$ cat config.mk
export PLATFORM = sky130hd
export DESIGN_NAME = multi_issue_decode_buf
export DESIGN_NICKNAME = d
export VERILOG_FILES = /design/src/rtl/multi_issue_decode_buf_pkg.sv /design/src/rtl/multi_issue_decode_buf_inst_lane_decode.sv /design/src/rtl/multi_issue_decode_buf.sv
export SDC_FILE = /design/constraint.sdc
export NUM_CORES = 1
export LEC_CHECK = 0
export BUFFER_PORTS_ARGS = -buffer_cell sky130_fd_sc_hd__buf_2
export CAP_MARGIN = 5
export CELL_PAD_IN_SITES_DETAIL_PLACEMENT = 0
export CELL_PAD_IN_SITES_GLOBAL_PLACEMENT = 1
export CORE_ASPECT_RATIO = 1.1
export CORE_MARGIN = 4
export CORE_UTILIZATION = 45
export DETAILED_ROUTE_END_ITERATION = 8
export PLACE_DENSITY = 0.79
export REMOVE_ABC_BUFFERS = 1
export SLEW_MARGIN = 20
export SYNTH_ARGS = -nofsm -noshare
export SYNTH_HDL_FRONTEND = slang
export SYNTH_SLANG_ARGS = --single-unit
$ cat constraint.sdc
create_clock -name clk -period 7.79 [get_ports clk]
set_clock_uncertainty 0.15 [all_clocks]
set_input_delay 1.1685 -clock clk [delete_from_list [all_inputs] [get_ports clk]]
set_output_delay 1.1685 -clock clk [all_outputs]
set_load 0.02 [all_outputs]
$ cat src/rtl/multi_issue_decode_buf_pkg.sv
// Shared definitions for the multi-issue decode buffer: MIPS opcode/funct/sa
// field values, the 8-bit *_CONTROL alucontrol codes, the HILO-class
// predicate and the per-lane head record.
package multi_issue_decode_buf_pkg;

  localparam int ISA_W  = 32;
  localparam int CTRL_WP = 8;

  // Major opcodes
  localparam logic [5:0] OP_SPECIAL  = 6'b000000;
  localparam logic [5:0] OP_SPECIAL2 = 6'b011100;
  localparam logic [5:0] OP_SPECIAL3 = 6'b011111;
  localparam logic [5:0] OP_JAL      = 6'b000011;
  localparam logic [5:0] OP_ADDI     = 6'b001000;
  localparam logic [5:0] OP_ADDIU    = 6'b001001;
  localparam logic [5:0] OP_SLTI     = 6'b001010;
  localparam logic [5:0] OP_SLTIU    = 6'b001011;
  localparam logic [5:0] OP_ANDI     = 6'b001100;
  localparam logic [5:0] OP_ORI      = 6'b001101;
  localparam logic [5:0] OP_XORI     = 6'b001110;
  localparam logic [5:0] OP_LUI      = 6'b001111;
  localparam logic [5:0] OP_LB       = 6'b100000;
  localparam logic [5:0] OP_LH       = 6'b100001;
  localparam logic [5:0] OP_LW       = 6'b100011;
  localparam logic [5:0] OP_LBU      = 6'b100100;
  localparam logic [5:0] OP_LHU      = 6'b100101;

  // SPECIAL funct
  localparam logic [5:0] F_SLL   = 6'b000000;
  localparam logic [5:0] F_SRL   = 6'b000010;
  localparam logic [5:0] F_SRA   = 6'b000011;
  localparam logic [5:0] F_SLLV  = 6'b000100;
  localparam logic [5:0] F_SRLV  = 6'b000110;
  localparam logic [5:0] F_SRAV  = 6'b000111;
  localparam logic [5:0] F_MFHI  = 6'b010000;
  localparam logic [5:0] F_MTHI  = 6'b010001;
  localparam logic [5:0] F_MFLO  = 6'b010010;
  localparam logic [5:0] F_MTLO  = 6'b010011;
  localparam logic [5:0] F_MULT  = 6'b011000;
  localparam logic [5:0] F_MULTU = 6'b011001;
  localparam logic [5:0] F_DIV   = 6'b011010;
  localparam logic [5:0] F_DIVU  = 6'b011011;
  localparam logic [5:0] F_ADD   = 6'b100000;
  localparam logic [5:0] F_ADDU  = 6'b100001;
  localparam logic [5:0] F_SUB   = 6'b100010;
  localparam logic [5:0] F_SUBU  = 6'b100011;
  localparam logic [5:0] F_AND   = 6'b100100;
  localparam logic [5:0] F_OR    = 6'b100101;
  localparam logic [5:0] F_XOR   = 6'b100110;
  localparam logic [5:0] F_NOR   = 6'b100111;
  localparam logic [5:0] F_SLT   = 6'b101010;
  localparam logic [5:0] F_SLTU  = 6'b101011;

  // SPECIAL2 funct
  localparam logic [5:0] F2_MADD  = 6'b000000;
  localparam logic [5:0] F2_MADDU = 6'b000001;
  localparam logic [5:0] F2_MUL   = 6'b000010;
  localparam logic [5:0] F2_MSUB  = 6'b000100;
  localparam logic [5:0] F2_MSUBU = 6'b000101;
  localparam logic [5:0] F2_CLZ   = 6'b100000;
  localparam logic [5:0] F2_CLO   = 6'b100001;

  // SPECIAL3 funct and BSHFL sub-op (sa field)
  localparam logic [5:0] F3_EXT   = 6'b000000;
  localparam logic [5:0] F3_INS   = 6'b000100;
  localparam logic [5:0] F3_BSHFL = 6'b100000;
  localparam logic [4:0] SA_WSBH  = 5'b00010;
  localparam logic [4:0] SA_SEB   = 5'b10000;
  localparam logic [4:0] SA_SEH   = 5'b11000;

  // alucontrol codes (8'h00 means "no ALU operation")
  localparam logic [7:0] AND_CONTROL   = 8'b0010_0100;
  localparam logic [7:0] OR_CONTROL    = 8'b0010_0101;
  localparam logic [7:0] XOR_CONTROL   = 8'b0010_0110;
  localparam logic [7:0] NOR_CONTROL   = 8'b0010_0111;
  localparam logic [7:0] LUI_CONTROL   = 8'b0000_1111;
  localparam logic [7:0] SLL_CONTROL   = 8'b0111_1100;
  localparam logic [7:0] SRL_CONTROL   = 8'b0000_0010;
  localparam logic [7:0] SRA_CONTROL   = 8'b0000_0011;
  localparam logic [7:0] SLLV_CONTROL  = 8'b0000_0100;
  localparam logic [7:0] SRLV_CONTROL  = 8'b0000_0110;
  localparam logic [7:0] SRAV_CONTROL  = 8'b0000_0111;
  localparam logic [7:0] MFHI_CONTROL  = 8'b0001_0000;
  localparam logic [7:0] MTHI_CONTROL  = 8'b0001_0001;
  localparam logic [7:0] MFLO_CONTROL  = 8'b0001_0010;
  localparam logic [7:0] MTLO_CONTROL  = 8'b0001_0011;
  localparam logic [7:0] MULT_CONTROL  = 8'b0001_1000;
  localparam logic [7:0] MULTU_CONTROL = 8'b0001_1001;
  localparam logic [7:0] DIV_CONTROL   = 8'b0001_1010;
  localparam logic [7:0] DIVU_CONTROL  = 8'b0001_1011;
  localparam logic [7:0] ADD_CONTROL   = 8'b0010_0000;
  localparam logic [7:0] ADDU_CONTROL  = 8'b0010_0001;
  localparam logic [7:0] SUB_CONTROL   = 8'b0010_0010;
  localparam logic [7:0] SUBU_CONTROL  = 8'b0010_0011;
  localparam logic [7:0] SLT_CONTROL   = 8'b0010_1010;
  localparam logic [7:0] SLTU_CONTROL  = 8'b0010_1011;
  localparam logic [7:0] ROTR_CONTROL  = 8'h40;
  localparam logic [7:0] ROTRV_CONTROL = 8'h41;
  localparam logic [7:0] MUL_CONTROL   = 8'h50;
  localparam logic [7:0] MADD_CONTROL  = 8'h51;
  localparam logic [7:0] MADDU_CONTROL = 8'h52;
  localparam logic [7:0] MSUB_CONTROL  = 8'h53;
  localparam logic [7:0] MSUBU_CONTROL = 8'h54;
  localparam logic [7:0] CLO_CONTROL   = 8'h55;
  localparam logic [7:0] CLZ_CONTROL   = 8'h56;
  localparam logic [7:0] EXT_CONTROL   = 8'h60;
  localparam logic [7:0] INS_CONTROL   = 8'h61;
  localparam logic [7:0] SEB_CONTROL   = 8'h62;
  localparam logic [7:0] SEH_CONTROL   = 8'h63;
  localparam logic [7:0] WSBH_CONTROL  = 8'h64;

  // Ops that read or write the HI/LO pair; two of them cannot issue together.
  function automatic logic is_hilo_ctrl(input logic [7:0] c);
    case (c)
      MULT_CONTROL, MULTU_CONTROL, DIV_CONTROL, DIVU_CONTROL,
      MTHI_CONTROL, MTLO_CONTROL, MFHI_CONTROL, MFLO_CONTROL,
      MADD_CONTROL, MADDU_CONTROL, MSUB_CONTROL, MSUBU_CONTROL: return 1'b1;
      default: return 1'b0;
    endcase
  endfunction

  // Decoded view of one FIFO head entry.
  typedef struct packed {
    logic [ISA_W-1:0]   inst;
    logic [ISA_W-1:0]   pc;
    logic [CTRL_WP-1:0] ctrl;
    logic [4:0]         dst;
  } lane_t;

endpackage

$ cat src/rtl/multi_issue_decode_buf_inst_lane_decode.sv
// Combinational decode of one MIPS instruction.
//   inst    : instruction word
//   ctrl    : alucontrol code (8'h00 when not an ALU op)
//   dst     : destination GPR, 0 when the instruction writes none
//   rs, rt  : source register fields
//   is_hilo : instruction is HILO-class
//   is_div  : instruction is DIV or DIVU
module inst_lane_decode
  import multi_issue_decode_buf_pkg::*;
(
  input  logic [ISA_W-1:0]   inst,
  output logic [CTRL_WP-1:0] ctrl,
  output logic [4:0]         dst,
  output logic [4:0]         rs,
  output logic [4:0]         rt,
  output logic               is_hilo,
  output logic               is_div
);

  logic [5:0] opcode, funct;
  logic [4:0] rd, sa;

  assign opcode = inst[31:26];
  assign funct  = inst[5:0];
  assign rs     = inst[25:21];
  assign rt     = inst[20:16];
  assign rd     = inst[15:11];
  assign sa     = inst[10:6];

  always_comb begin
    // NOTE: every output gets a default first so no path leaves it unassigned,
    // which would otherwise infer a latch.
    ctrl = '0;
    dst  = '0;
    case (opcode)
      OP_SPECIAL: begin
        case (funct)
          F_SLL:   ctrl = SLL_CONTROL;
          F_SRL:   ctrl = inst[21] ? ROTR_CONTROL : SRL_CONTROL;
          F_SRA:   ctrl = SRA_CONTROL;
          F_SLLV:  ctrl = SLLV_CONTROL;
          F_SRLV:  ctrl = inst[6] ? ROTRV_CONTROL : SRLV_CONTROL;
          F_SRAV:  ctrl = SRAV_CONTROL;
          F_MFHI:  ctrl = MFHI_CONTROL;
          F_MTHI:  ctrl = MTHI_CONTROL;
          F_MFLO:  ctrl = MFLO_CONTROL;
          F_MTLO:  ctrl = MTLO_CONTROL;
          F_MULT:  ctrl = MULT_CONTROL;
          F_MULTU: ctrl = MULTU_CONTROL;
          F_DIV:   ctrl = DIV_CONTROL;
          F_DIVU:  ctrl = DIVU_CONTROL;
          F_ADD:   ctrl = ADD_CONTROL;
          F_ADDU:  ctrl = ADDU_CONTROL;
          F_SUB:   ctrl = SUB_CONTROL;
          F_SUBU:  ctrl = SUBU_CONTROL;
          F_AND:   ctrl = AND_CONTROL;
          F_OR:    ctrl = OR_CONTROL;
          F_XOR:   ctrl = XOR_CONTROL;
          F_NOR:   ctrl = NOR_CONTROL;
          F_SLT:   ctrl = SLT_CONTROL;
          F_SLTU:  ctrl = SLTU_CONTROL;
          default: ctrl = '0;
        endcase
        // Everything decoded here writes rd except the ops that only touch HI/LO.
        case (funct)
          F_MULT, F_MULTU, F_DIV, F_DIVU, F_MTHI, F_MTLO: dst = '0;
          default: dst = (ctrl != '0) ? rd : 5'd0;
        endcase
      end
      OP_SPECIAL2: begin
        case (funct)
          F2_MADD:  ctrl = MADD_CONTROL;
          F2_MADDU: ctrl = MADDU_CONTROL;
          F2_MSUB:  ctrl = MSUB_CONTROL;
          F2_MSUBU: ctrl = MSUBU_CONTROL;
          F2_MUL:   begin ctrl = MUL_CONTROL; dst = rd; end
          F2_CLO:   begin ctrl = CLO_CONTROL; dst = rd; end
          F2_CLZ:   begin ctrl = CLZ_CONTROL; dst = rd; end
          default:  ctrl = '0;
        endcase
      end
      OP_SPECIAL3: begin
        case (funct)
          F3_EXT: begin ctrl = EXT_CONTROL; dst = rt; end
          F3_INS: begin ctrl = INS_CONTROL; dst = rt; end
          F3_BSHFL: begin
            case (sa)
              SA_SEB:  begin ctrl = SEB_CONTROL;  dst = rd; end
              SA_SEH:  begin ctrl = SEH_CONTROL;  dst = rd; end
              SA_WSBH: begin ctrl = WSBH_CONTROL; dst = rd; end
              default: ctrl = '0;
            endcase
          end
          default: ctrl = '0;
        endcase
      end
      OP_ADDI:  begin ctrl = ADD_CONTROL;  dst = rt; end
      OP_ADDIU: begin ctrl = ADDU_CONTROL; dst = rt; end
      OP_SLTI:  begin ctrl = SLT_CONTROL;  dst = rt; end
      OP_SLTIU: begin ctrl = SLTU_CONTROL; dst = rt; end
      OP_ANDI:  begin ctrl = AND_CONTROL;  dst = rt; end
      OP_ORI:   begin ctrl = OR_CONTROL;   dst = rt; end
      OP_XORI:  begin ctrl = XOR_CONTROL;  dst = rt; end
      OP_LUI:   begin ctrl = LUI_CONTROL;  dst = rt; end
      OP_LB, OP_LH, OP_LW, OP_LBU, OP_LHU: dst = rt;
      OP_JAL:   dst = 5'd31;
      default:  ctrl = '0;
    endcase
  end

  assign is_hilo = is_hilo_ctrl(ctrl);
  assign is_div  = (ctrl == DIV_CONTROL) || (ctrl == DIVU_CONTROL);

endmodule

$ cat src/rtl/multi_issue_decode_buf.sv
// Instruction buffer between fetch and execute. Fetch pushes up to LANES
// instructions per cycle into a DEPTH-entry circular FIFO; the head LANES
// entries are decoded combinationally and offered to execute with a
// valid/ready handshake, subject to dual-issue pairing rules.
//   clk, rst        : clock, synchronous active-high reset
//   flush           : discard all buffered instructions
//   in_valid/inst/pc: push side, lane 0 oldest, valid contiguous from lane 0
//   in_ready        : at least LANES free slots
//   out_valid/inst/pc/alucontrol/dst : issue side, data 0 on invalid lanes
//   issue_ready     : execute takes every valid lane this cycle
// Decode assumes 32-bit MIPS words, so XLEN and CTRL_W stay at 32 and 8.
module multi_issue_decode_buf
  import multi_issue_decode_buf_pkg::*;
#(
  parameter int LANES  = 2,
  parameter int DEPTH  = 8,
  parameter int XLEN   = 32,
  parameter int CTRL_W = 8
) (
  input  logic                    clk,
  input  logic                    rst,
  input  logic                    flush,
  input  logic [LANES-1:0]        in_valid,
  input  logic [LANES*XLEN-1:0]   in_inst,
  input  logic [LANES*XLEN-1:0]   in_pc,
  output logic                    in_ready,
  output logic [LANES-1:0]        out_valid,
  output logic [LANES*XLEN-1:0]   out_inst,
  output logic [LANES*XLEN-1:0]   out_pc,
  output logic [LANES*CTRL_W-1:0] out_alucontrol,
  output logic [LANES*5-1:0]      out_dst,
  input  logic                    issue_ready
);

  localparam int CW = $clog2(DEPTH + 1);
  localparam int PW = $clog2(DEPTH);

  logic [XLEN-1:0] mem_inst [DEPTH];
  logic [XLEN-1:0] mem_pc   [DEPTH];
  logic [PW-1:0]   rd_ptr, wr_ptr;
  logic [CW-1:0]   count;
  logic [CW-1:0]   push_n, pop_n;

  logic [CTRL_WP-1:0] dec_ctrl [LANES];
  logic [4:0]         dec_dst  [LANES];
  logic [4:0]         dec_rs   [LANES];
  logic [4:0]         dec_rt   [LANES];
  logic [LANES-1:0]   dec_hilo, dec_div;
  logic [LANES-1:0]   lane_ok;

  assign in_ready = (CW'(DEPTH) - count) >= CW'(LANES);

  // Head read, decode and output gating per lane.
  for (genvar l = 0; l < LANES; l++) begin : g_lane
    logic [PW-1:0] idx;
    lane_t         hd;

    assign idx = rd_ptr + PW'(l);

    inst_lane_decode u_dec (
      .inst    (mem_inst[idx]),
      .ctrl    (dec_ctrl[l]),
      .dst     (dec_dst[l]),
      .rs      (dec_rs[l]),
      .rt      (dec_rt[l]),
      .is_hilo (dec_hilo[l]),
      .is_div  (dec_div[l])
    );

    assign hd.inst = mem_inst[idx];
    assign hd.pc   = mem_pc[idx];
    assign hd.ctrl = dec_ctrl[l];
    assign hd.dst  = dec_dst[l];

    assign out_valid[l] = (count > CW'(l)) && lane_ok[l];

    assign out_inst[l*XLEN +: XLEN]         = out_valid[l] ? hd.inst : '0;
    assign out_pc[l*XLEN +: XLEN]           = out_valid[l] ? hd.pc   : '0;
    assign out_alucontrol[l*CTRL_W +: CTRL_W] = out_valid[l] ? hd.ctrl : '0;
    assign out_dst[l*5 +: 5]                = out_valid[l] ? hd.dst  : '0;
  end

  // Lane 1 issues only if it neither reads lane 0's result, nor competes for
  // HI/LO, nor trails a divide.
  if (LANES == 2) begin : g_pair
    logic raw_hazard, pair_ok;
    assign raw_hazard = (dec_dst[0] != 5'd0) &&
                        ((dec_rs[1] == dec_dst[0]) || (dec_rt[1] == dec_dst[0]));
    assign pair_ok    = !(raw_hazard || (dec_hilo[0] && dec_hilo[1]) || dec_div[0]);
    assign lane_ok    = {pair_ok, 1'b1};
  end else begin : g_single
    assign lane_ok = 1'b1;
  end

  always_comb begin
    push_n = '0;
    pop_n  = '0;
    for (int l = 0; l < LANES; l++) begin
      if (in_ready && in_valid[l])     push_n = push_n + CW'(1);
      if (issue_ready && out_valid[l]) pop_n  = pop_n + CW'(1);
    end
  end

  // NOTE: state registers use non-blocking assignments so every flop samples
  // pre-edge values, independent of statement order.
  always_ff @(posedge clk) begin
    if (rst || flush) begin
      rd_ptr <= '0;
      wr_ptr <= '0;
      count  <= '0;
    end else begin
      wr_ptr <= wr_ptr + PW'(push_n);
      rd_ptr <= rd_ptr + PW'(pop_n);
      count  <= count + push_n - pop_n;
    end
  end

  // NOTE: storage is deliberately not reset; count gates every read, so stale
  // contents are never visible and the array maps to plain RAM.
  always_ff @(posedge clk) begin
    if (!rst && !flush) begin
      for (int l = 0; l < LANES; l++) begin
        if (in_ready && in_valid[l]) begin
          mem_inst[wr_ptr + PW'(l)] <= in_inst[l*XLEN +: XLEN];
          mem_pc[wr_ptr + PW'(l)]   <= in_pc[l*XLEN +: XLEN];
        end
      end
    end
  end

endmodule

==> results of run 1 <==
==> cell type report <==
type | instances | area (µm²)
sequential | 522 | 15600
antenna | 20 | 50.0
inverter | 18 | 67.6
fill | 6035 | 34600
tap | 945 | 1180
clock buffer | 64 | 1450
multi-input combinational | 1499 | 16500
timing repair buffer | 353 | 2020
clock inverter | 37 | 362
==> Yosys cell counts (7+ instances only) <==
cell type | number | area share (%)
a21o_1 | 7 | 0.16
a21oi_1 | 38 | 0.58
and2_1 | 16 | 0.31
buf_1 | 21 | 0.24
buf_2 | 32 | 0.49
buf_4 | 7 | 0.16
clkbuf_1 | 104 | 1.2
dfxtp_1 | 10 | 0.61
edfxtp_1 | 512 | 47
ha_1 | 15 | 0.57
inv_1 | 17 | 0.19
mux2_2 | 532 | 18
mux2i_1 | 138 | 4.2
mux4_2 | 244 | 17
nand2_1 | 84 | 0.96
nand3_1 | 21 | 0.32
nor2_1 | 142 | 1.6
nor3_1 | 30 | 0.46
nor3b_1 | 52 | 1.2
nor4_1 | 8 | 0.15
o21ai_0 | 21 | 0.32
xnor2_1 | 10 | 0.27
==> kinds of logic (layout without fill, tap and decap cells) <==
kind of cell	Yosys count	after routing	share of synthesized area [%]
xor gates and xnor gates	15	15	0.401
adders and majority gates	19	19	0.818
buffers and inverters	188	472	2.50
muxes	919	919	39.5
AOI/OAI and AO/OA	140	140	3.01
DFF	522	522	47.6
other	1	22	0.0115
and+or+nand+nor	404	404	6.16
==> worst max path at each step <==
stage	cells after the start	from	to
after floorplan	10	rd_ptr[0]	out_alucontrol[8]
after global placement	22	rd_ptr[0]	count[3]
after detailed placement	22	rd_ptr[0]	count[3]
after CTS	15	rd_ptr[0]	out_pc[45]
after global routing	14	rd_ptr[0]	out_inst[43]
final	14	rd_ptr[0]	out_inst[43]
==> flip-flops by register name (all words and copies together), names as in the netlist <==
register / count
mem_inst: 256
wr_ptr: 3
count: 4
rd_ptr: 3
mem_pc: 256
==> layer usage <==
| layer | vias up | GRT usage, % | wire, µm |
|---|---|---|---|
| li1 | 9401 | - | - |
| met1 | 11800 | 34.3 | 40800 |
| met2 | 1087 | 45.1 | 52500 |
| met3 | 272 | 5.16 | 8690 |
| met4 | 20 | 9.63 | 4130 |
| met5 | - | 0 | 121 |
==> metrics by stage <==
stage	cell area, µm²	util [%]
floorplan	32000	-
global placement	35400	49.2
detailed placement	35400	49.2
CTS	37200	51.7
global route	37200	51.8
finish	37300	51.8
==> critical path, stage by stage, from the launching register on <==
cell and delay [ns]:
dfxtp_4 0.62, ha_4 0.26, xor2_4 0.67, mux4_2 0.43
mux2_2 0.37, nor3_1 0.55, nand3_1 0.23, o32a_1 0.39
o211a_1 0.26, and3_1 0.21, o311ai_4 0.26, buf_12 0.26
buf_4 0.38, nor3b_1 0.25, buf_2 0.20
==> power groups by stage <==
stage          clock network [mW]  logic, mW  registers (mW)
2_1_floorplan                   0       3.45            3.52
3_3_place_gp                    0       4.98            3.40
3_5_place_dp                    0       5.02            3.42
4_1_cts                      2.73       5.04            3.36
5_1_grt                      2.84       5.36            3.37
6_report                     2.70       5.03            3.36
==> metrics.cfg, run 1 <==
[cells_and_area]
final_cell_mix=mux2_2, edfxtp_1, buf_2, mux4_2, nor2_1
mostFrequentLayoutCell=mux2_2
syn2layout_area_growth_pct=13.9
final_nets=2603
finalNonFillerCells=3458
drive_above_1_share_pct=50.2

[clocking]
clock_latency_ns=0.61
htreeDepth=2
clock_sinks=522
post-cts-setup-buffers=0
cts_inserted_buffers=56
cts_hold_buf=0
cts_tree=built
clock_tree.buffer_depth=3
cts_resized=0
cts_root_buf=clkbuf_16
clk_pin_slew_ns=0.06

[global_route]
antenna_found_initial=28
track_usage_pct=26.6
grt_overflow=0
grt_pass1_wl_mm=155
grt_pass1_vias=23500
grt_max_degree=74

[power]
p_switching_mw=4.41
power_mw=11.1
ir_worst_vdd_uv=281
p_sw_share_pct=39.8
p_leak_nw=12.2
power_frac_comb_pct=45.4
p_clk_share_pct=24.4
power_density_nw_per_um2=298
cellInternalPower_mw=6.68
pwr-share-seq_pct=30.3

[critical_path]
r2r-end=count[3]
r2r_cells=21
cp.arrival_ns=6.01
r2r_start=rd_ptr[0]
crit_required_ns=6.47
start_kind=flop
r2r_setup_slack_ns=0.94
worstSetupPathType=flop to output pin
path_max_fanout=42
end_kind=output pin

[floorplanning]
rows=103
die_y_um=291
fp.dieW_um=265
dieArea_um2=77100
core_um2=71900
start_util_pct=45.5
pin_count=291

[route]
wl_per_cell_um=30.7
first_pass_iters=6
drt_iter0_markers=2035
routed_wirelength_mm=106
detail-route-antenna-nets=0
remaining_drc_errors=0
vias_per_cell=6.54
vias=22600

[timing]
hold_slack_ns=0.525
final.min_clock_period_ns=7.33
setup_ws_ns=0.461
slew_headroom_pct=25.5
tns_ns=0
rsz0062_at_grt=no
timing.final.hold_violations=0
final-max-slew-violation-count=0
fmax_mhz=136
fin_crit_sh_pct=94.1
setup_violations=0
tightest_slew_ns=1.12

[yosys]
syn_area_um2=32700
ys.flop_type=edfxtp_1
synthCells=2208
synth-edff-count=512
synthArstFlopShare_pct=0
synth_seq_area_share_pct=47.6
synth.ff_latch_count=522
synthDistinctLibCells=79
syn_avg_cell_area_um2=14.8
ys.warnings.count=0

[job]
drv_cap=0

[run_status]
outcome=complete, no violations

[placed_design]
dp_slack_ns=0.925
dp_hpwl_mm=65.9
place_inst=3336
gp_congestion=0.969
io_buffers=288

[worst_hold_path]
min_to=count[0]
hold_class=flop to flop
hold_path_depth=2
hold_start=count[0]

Note: power is estimated with default switching activity, not from simulation.
==> inputs of run 2 (changes only) <==
--- a/config.mk
+++ b/config.mk
@@ -13,7 +13,7 @@
 export CORE_MARGIN = 4
 export CORE_UTILIZATION = 45
 export DETAILED_ROUTE_END_ITERATION = 8
-export PLACE_DENSITY = 0.79
+export PLACE_DENSITY = 0.76
 export REMOVE_ABC_BUFFERS = 1
 export SLEW_MARGIN = 20
 export SYNTH_ARGS = -nofsm -noshare
==> constraint.sdc (replaced) <==
create_clock -name clk -period 9.1 [get_ports clk]
set_clock_uncertainty 0.15 [all_clocks]
set_input_delay 1.365 -clock clk [delete_from_list [all_inputs] [get_ports clk]]
set_output_delay 1.365 -clock clk [all_outputs]
set_load 0.02 [all_outputs]
==> metrics.cfg, run 2 (same netlist as run 1, synthesis figures left out) <==
[placed_design]
dp_slack_ns=1.56  ; +0.635 ns
gp_congestion=0.961  ; -0.85%
place_inst=3324  ; -0.36%
io_buffers=288  ; unchanged
dp_hpwl_mm=64.4  ; -2.3%

[timing]
timing.final.hold_violations=0  ; unchanged
fin_crit_sh_pct=89.9
final-max-slew-violation-count=0  ; unchanged
setup_ws_ns=0.922  ; +0.461 ns
setup_violations=0  ; unchanged
final.min_clock_period_ns=8.18
fmax_mhz=122
rsz0062_at_grt=no
slew_headroom_pct=25.5  ; about the same
tightest_slew_ns=1.11  ; -0.00405 ns

[clocking]
cts_hold_buf=0  ; unchanged
cts_tree=built
clk_pin_slew_ns=0.06  ; about the same
cts_root_buf=clkbuf_16
cts_inserted_buffers=56  ; unchanged
clock_sinks=522  ; unchanged
cts_resized=0  ; unchanged
htreeDepth=2  ; unchanged
post-cts-setup-buffers=0  ; unchanged
clock_latency_ns=0.63  ; +0.02 ns
clock_tree.buffer_depth=3  ; unchanged

[cells_and_area]
final_cell_mix=mux2_2, edfxtp_1, buf_2, mux4_2, nor2_1
final_nets=2590  ; -0.50%
drive_above_1_share_pct=49.9  ; -0.34 points
reg_top3=mem_inst (256), mem_pc (256), count (4)
syn2layout_area_growth_pct=13.1
fillers=6038  ; +0.050%
finalNonFillerCells=3434  ; -0.69%
multi_input_area_um2=16500  ; about the same
mostFrequentLayoutCell=mux2_2
seq_area_um2=15600  ; unchanged

[power]
power_density_nw_per_um2=252  ; -15%
power_mw=9.32  ; -16%
ir_worst_vdd_uv=163  ; -42%
p_leak_nw=12.0  ; -1.0%

[global_route]
grt.met1_usage_pct=34.4  ; +0.11 points
grt_pass1_wl_mm=154  ; -0.90%
met2_usage_pct=45.5  ; +0.42 points
antenna_found_initial=22  ; -21%
grt_pass1_vias=23200  ; -1.2%
busiest_layer=met2
grt_max_degree=106  ; +43%
grt_overflow=0  ; unchanged
grt_util_met3_pct=4.71  ; -0.45 points
track_usage_pct=26.5  ; -0.19 points

[critical_path]
end_kind=output pin
cp_common_cell=buf_4
cp.arrival_ns=6.66  ; +0.65 ns
r2r-end=count[3]
cpMaxStageDelayCell=ha_4
path_max_fanout=63  ; +50%
start_kind=flop
r2r_start=rd_ptr[0]
worstSetupPathType=flop to output pin
cp_cell_sequence=ha_4 -> buf_4 -> buf_4 -> mux2i_1 -> mux4_2 -> or2_2 -> o32a_1 -> o211a_1 -> and3_1 -> o311ai_4 -> buf_4 -> nor3b_1 -> buf_2
crit_required_ns=7.59  ; +1.12 ns
r2r_setup_slack_ns=1.53  ; +0.59 ns
cpPeakStageDelay_ns=0.97  ; +0.30 ns
r2r_cells=21  ; unchanged

[route]
detail-route-antenna-nets=0  ; unchanged
remaining_drc_errors=0  ; unchanged
vias=22100  ; -2.1%
vias_per_cell=6.44  ; -1.4%
drt_iter0_markers=1853  ; -8.9%
wl_per_cell_um=30.4  ; -1.2%
routed_wirelength_mm=104  ; -1.9%
first_pass_iters=5  ; -1

[floorplanning]
dieArea_um2=77100  ; unchanged
die_y_um=291  ; unchanged
rows=103  ; unchanged
pin_count=291  ; unchanged
start_util_pct=45.5  ; unchanged
fp.dieW_um=265  ; unchanged
core_um2=71900  ; unchanged

[run_status]
outcome=complete, no violations

[worst_hold_path]
min_to=count[0]
hold_start=count[0]
hold_path_depth=2  ; unchanged
hold_class=flop to flop

[job]
drv_cap=0  ; unchanged

run 2: changes by cell type in the layout (fill, tap and decap cells not counted), moves of 2 or more:
cell / before / now
clkinv_8: 0 / 3
mux2i_1: 138 / 136
mux2i_2: 4 / 6
clkinvlp_4: 3 / 1
buf_4: 58 / 51
diode_2: 20 / 9
clkbuf_1: 7 / 9
bufinv_16: 7 / 5
clkinv_1: 14 / 16
buf_12: 7 / 1
run 2: worst max-delay path, delay by kind of cell, from the launching register on:
family | cells | cell delay, ns
buffers and inverters | 4 | 1.68
AND/OR/NAND/NOR | 3 | 1.05
adder cells (fa/ha/maj) | 1 | 0.97
flip-flops | 1 | 0.80
AO/OA/AOI/OAI | 3 | 0.78
multiplexers | 2 | 0.69
run 2: area by class of cell:
class                           instances  area share (%)
Multi-Input combinational cell       1499            44.7
Sequential cell                       522            42.1
Timing Repair Buffer                  340            4.98
Clock buffer                           65            3.88
Tap cell                              945            3.20
Clock inverter                         36           0.879
Inverter                               18           0.183
Antenna cell                            9          0.0609
run 2: how the worst max path moves through the flow:
| stage | slack, ns | endpoint | startpoint | depth (start not counted) |
|---|---|---|---|---|
| finish | 0.92 | out_inst[42] | rd_ptr[0] | 13 |
| global route | 0.59 | out_pc[50] | rd_ptr[0] | 14 |
| CTS | 0.87 | out_inst[42] | rd_ptr[0] | 13 |
| detailed placement | 1.56 | out_inst[42] | rd_ptr[0] | 13 |
| global placement | 1.63 | out_inst[42] | rd_ptr[0] | 12 |
| floorplan | -9.68 | out_alucontrol[8] | rd_ptr[0] | 10 |
run 2: power breakdown:
part / switching [mW] / internal (mW) / leakage (nW)
registers: 0.0864 / 2.80 / 4.70
clock network: 0.964 / 1.27 / 0.861
logic: 2.66 / 1.55 / 6.47
total: 3.71 / 5.62 / 12.0
run 2: metal layers:
metal	vias up	routed length, µm
li1	9384	-
met1	11600	40900
met2	916	52500
met3	193	7370
met4	20	3310
met5	-	126
run 2: per-stage QoR:
stage | hold WS, ns | setup TNS (ns) | instance area (µm²) | util (%)
6_report | 0.520 | 0 | 37000 | 51.5
5_1_grt | 0.573 | 0 | 37000 | 51.4
4_1_cts | 0.522 | 0 | 37000 | 51.4
3_5_place_dp | 0.506 | 0 | 35200 | 49.0
3_3_place_gp | 0.511 | 0 | 35200 | 49.0
2_1_floorplan | 0.441 | -1111.83 | 32000 | -
==> inputs of run 3 (changes only) <==
--- a/config.mk
+++ b/config.mk
@@ -7,13 +7,13 @@
 export LEC_CHECK = 0
 export BUFFER_PORTS_ARGS = -buffer_cell sky130_fd_sc_hd__buf_2
 export CAP_MARGIN = 5
-export CELL_PAD_IN_SITES_DETAIL_PLACEMENT = 0
-export CELL_PAD_IN_SITES_GLOBAL_PLACEMENT = 1
+export CELL_PAD_IN_SITES_DETAIL_PLACEMENT = 1
+export CELL_PAD_IN_SITES_GLOBAL_PLACEMENT = 2
 export CORE_ASPECT_RATIO = 1.1
 export CORE_MARGIN = 4
 export CORE_UTILIZATION = 45
 export DETAILED_ROUTE_END_ITERATION = 8
-export PLACE_DENSITY = 0.76
+export PLACE_DENSITY = 0.86
 export REMOVE_ABC_BUFFERS = 1
 export SLEW_MARGIN = 20
 export SYNTH_ARGS = -nofsm -noshare
==> metrics.cfg, run 3 (same netlist as run 1, synthesis figures left out) <==
[placed_design]
io_buffers=288  ; unchanged
gp_congestion=0.923  ; -3.9%
dp_hpwl_mm=70.1  ; +8.8%
place_inst=3332  ; +0.24%

[power]
power_mw=9.34  ; +0.16%
p_leak_nw=12.0  ; about the same
pwr-share-seq_pct=30.9  ; about the same
cellInternalPower_mw=5.57  ; -0.87%
power_frac_comb_pct=46.3  ; +1.2 points
p_switching_mw=3.77  ; +1.7%
power_density_nw_per_um2=252  ; +0.15%
ir_worst_vdd_uv=168  ; +3.0%
p_sw_share_pct=40.4  ; +0.62 points
p_clk_share_pct=22.8  ; -1.1 points

[timing]
fin_crit_sh_pct=92.1  ; +2.2 points
tightest_slew_ns=1.12  ; +0.00356 ns
slew_headroom_pct=25.3  ; -0.15 points
final-max-slew-violation-count=0  ; unchanged
timing.final.hold_violations=0  ; unchanged
final.min_clock_period_ns=8.38  ; +0.199 ns
rsz0062_at_grt=no
setup_violations=0  ; unchanged
tns_ns=0  ; unchanged
fmax_mhz=119  ; -2.4%

[clocking]
clk_pin_slew_ns=0.06  ; about the same
clock_tree.buffer_depth=3  ; unchanged
clock_sinks=522  ; unchanged
htreeDepth=2  ; unchanged
clock_latency_ns=0.60  ; -0.03 ns
cts_tree=built
cts_root_buf=clkbuf_16
cts_resized=0  ; unchanged
post-cts-setup-buffers=0  ; unchanged
cts_inserted_buffers=54  ; -3.6%
cts_hold_buf=0  ; unchanged

[critical_path]
cp_cell_sequence=buf_4 -> mux4_2 -> mux2i_1 -> nor4b_1 -> nand3_1 -> or2_0 -> a21oi_2 -> or3b_1 -> a2111oi_2 -> a32oi_1 -> o21ai_4 -> buf_4 -> nor3b_1 -> buf_2
start_kind=flop
r2r_start=rd_ptr[0]
cp.arrival_ns=6.86  ; +0.20 ns
critPathLaunch=rd_ptr[0]
path_max_fanout=51  ; -19%
cp_common_cell=buf_4
worstSetupPathType=flop to output pin
crit_required_ns=7.59  ; about the same
path_buf_inv=3  ; -1
end_kind=output pin
cpPeakStageDelay_ns=0.78  ; -0.19 ns
crit_family=simple AND/OR/NAND/NOR gates
cpMaxStageDelayCell=buf_4

[floorplanning]
dieArea_um2=77100  ; unchanged
rows=103  ; unchanged
core_um2=71900  ; unchanged
die_y_um=291  ; unchanged
start_util_pct=45.5  ; unchanged
pin_count=291  ; unchanged
fp.dieW_um=265  ; unchanged

[worst_hold_path]
hold_class=flop to flop
hold_start=wr_ptr[1]

[global_route]
grt_pass1_wl_mm=164  ; +6.4%
track_usage_pct=28.2  ; +1.8 points
grt_max_degree=130  ; +23%
antenna_found_initial=27  ; +23%
grt_pass1_vias=24100  ; +4.1%
grt_overflow=0  ; unchanged

[run_status]
outcome=complete, no violations

[cells_and_area]
syn2layout_area_growth_pct=13.1  ; about the same
fillers=7057  ; +17%
reg_top3=mem_inst (256), mem_pc (256), count (4)
final_nets=2597  ; +0.27%
final_core_util_pct=51.5  ; about the same
finalNonFillerCells=3450  ; +0.47%
mostFrequentLayoutCell=mux2_2
drive_above_1_share_pct=49.7  ; -0.16 points
final_cell_mix=mux2_2, edfxtp_1, buf_2, mux4_2, nor2_1

[route]
vias=22300  ; +0.72%
first_pass_iters=5  ; unchanged
detail-route-antenna-nets=0  ; unchanged
drt_iter0_markers=1761  ; -5.0%
remaining_drc_errors=0  ; unchanged
vias_per_cell=6.46  ; +0.26%
routed_wirelength_mm=111  ; +6.4%
wl_per_cell_um=32.2  ; +6.0%

[job]
drv_cap=0  ; unchanged

run 3: per-layer routing:
metal	vias to the layer above	wire, µm	track usage (%)
met5	-	103	0
met2	879	56300	48.8
met1	11800	42800	35.7
met4	16	4150	10.3
li1	9397	-	-
met3	217	7530	4.91
run 3: power groups by stage:
stage	Combinational, mW	Sequential [mW]	Clock, mW
2_1_floorplan	2.95	3.01	0
3_3_place_gp	4.24	2.92	0
3_5_place_dp	4.30	2.94	0
4_1_cts	4.32	2.89	2.16
5_1_grt	4.61	2.90	2.25
6_report	4.32	2.89	2.13
run 3: worst register-to-register path, stage by stage, from the launching register on:
cell       delay (ns)
dfxtp_4          0.77
buf_4            0.82
mux4_2           0.60
mux2i_1          0.66
nor4b_1          0.22
nand3_1          0.22
or2_0            0.55
a21oi_2          0.18
or3b_1           0.40
a2111oi_2        0.44
a32oi_1          0.19
o21ai_4          0.53
nor2_1           0.12
ha_1             0.27
fa_1             0.57
inv_1            0.07
ha_1             0.28
a21o_1           0.18
a21oi_1          0.19
xnor2_1          0.14
nor2_1           0.05
run 3: metrics by stage:
| stage | area [µm²] | worst slack (ns) | hold slack (ns) |
|---|---|---|---|
| 2_1_floorplan | 32000 | -9.68 | 0.441 |
| 3_3_place_gp | 35300 | 1.38 | 0.519 |
| 3_5_place_dp | 35300 | 1.25 | 0.524 |
| 4_1_cts | 36900 | 0.623 | 0.538 |
| 5_1_grt | 37000 | 0.334 | 0.584 |
| 6_report | 37000 | 0.723 | 0.544 |
run 3: final timing paths:
check | end | slack (ns) | cells after the start
setup / recovery | out_pc[35] | 0.72 | 14
setup reg to reg | count[3] | 1.39 | 20
hold / removal | wr_ptr[1] | 0.54 | 3
hold reg to reg | wr_ptr[1] | 0.54 | 3
run 3: final cells by class:
cell class	count	area, µm²	share of cell area, %
diodes	19	47.5	0.128
clock buffers	65	1410	3.82
clock inverters	33	221	0.598
inverters	18	67.6	0.183
multi-input cells	1499	16500	44.7
flip-flops and latches	522	15600	42.1
well taps	945	1180	3.19
repair buffers	349	1960	5.29
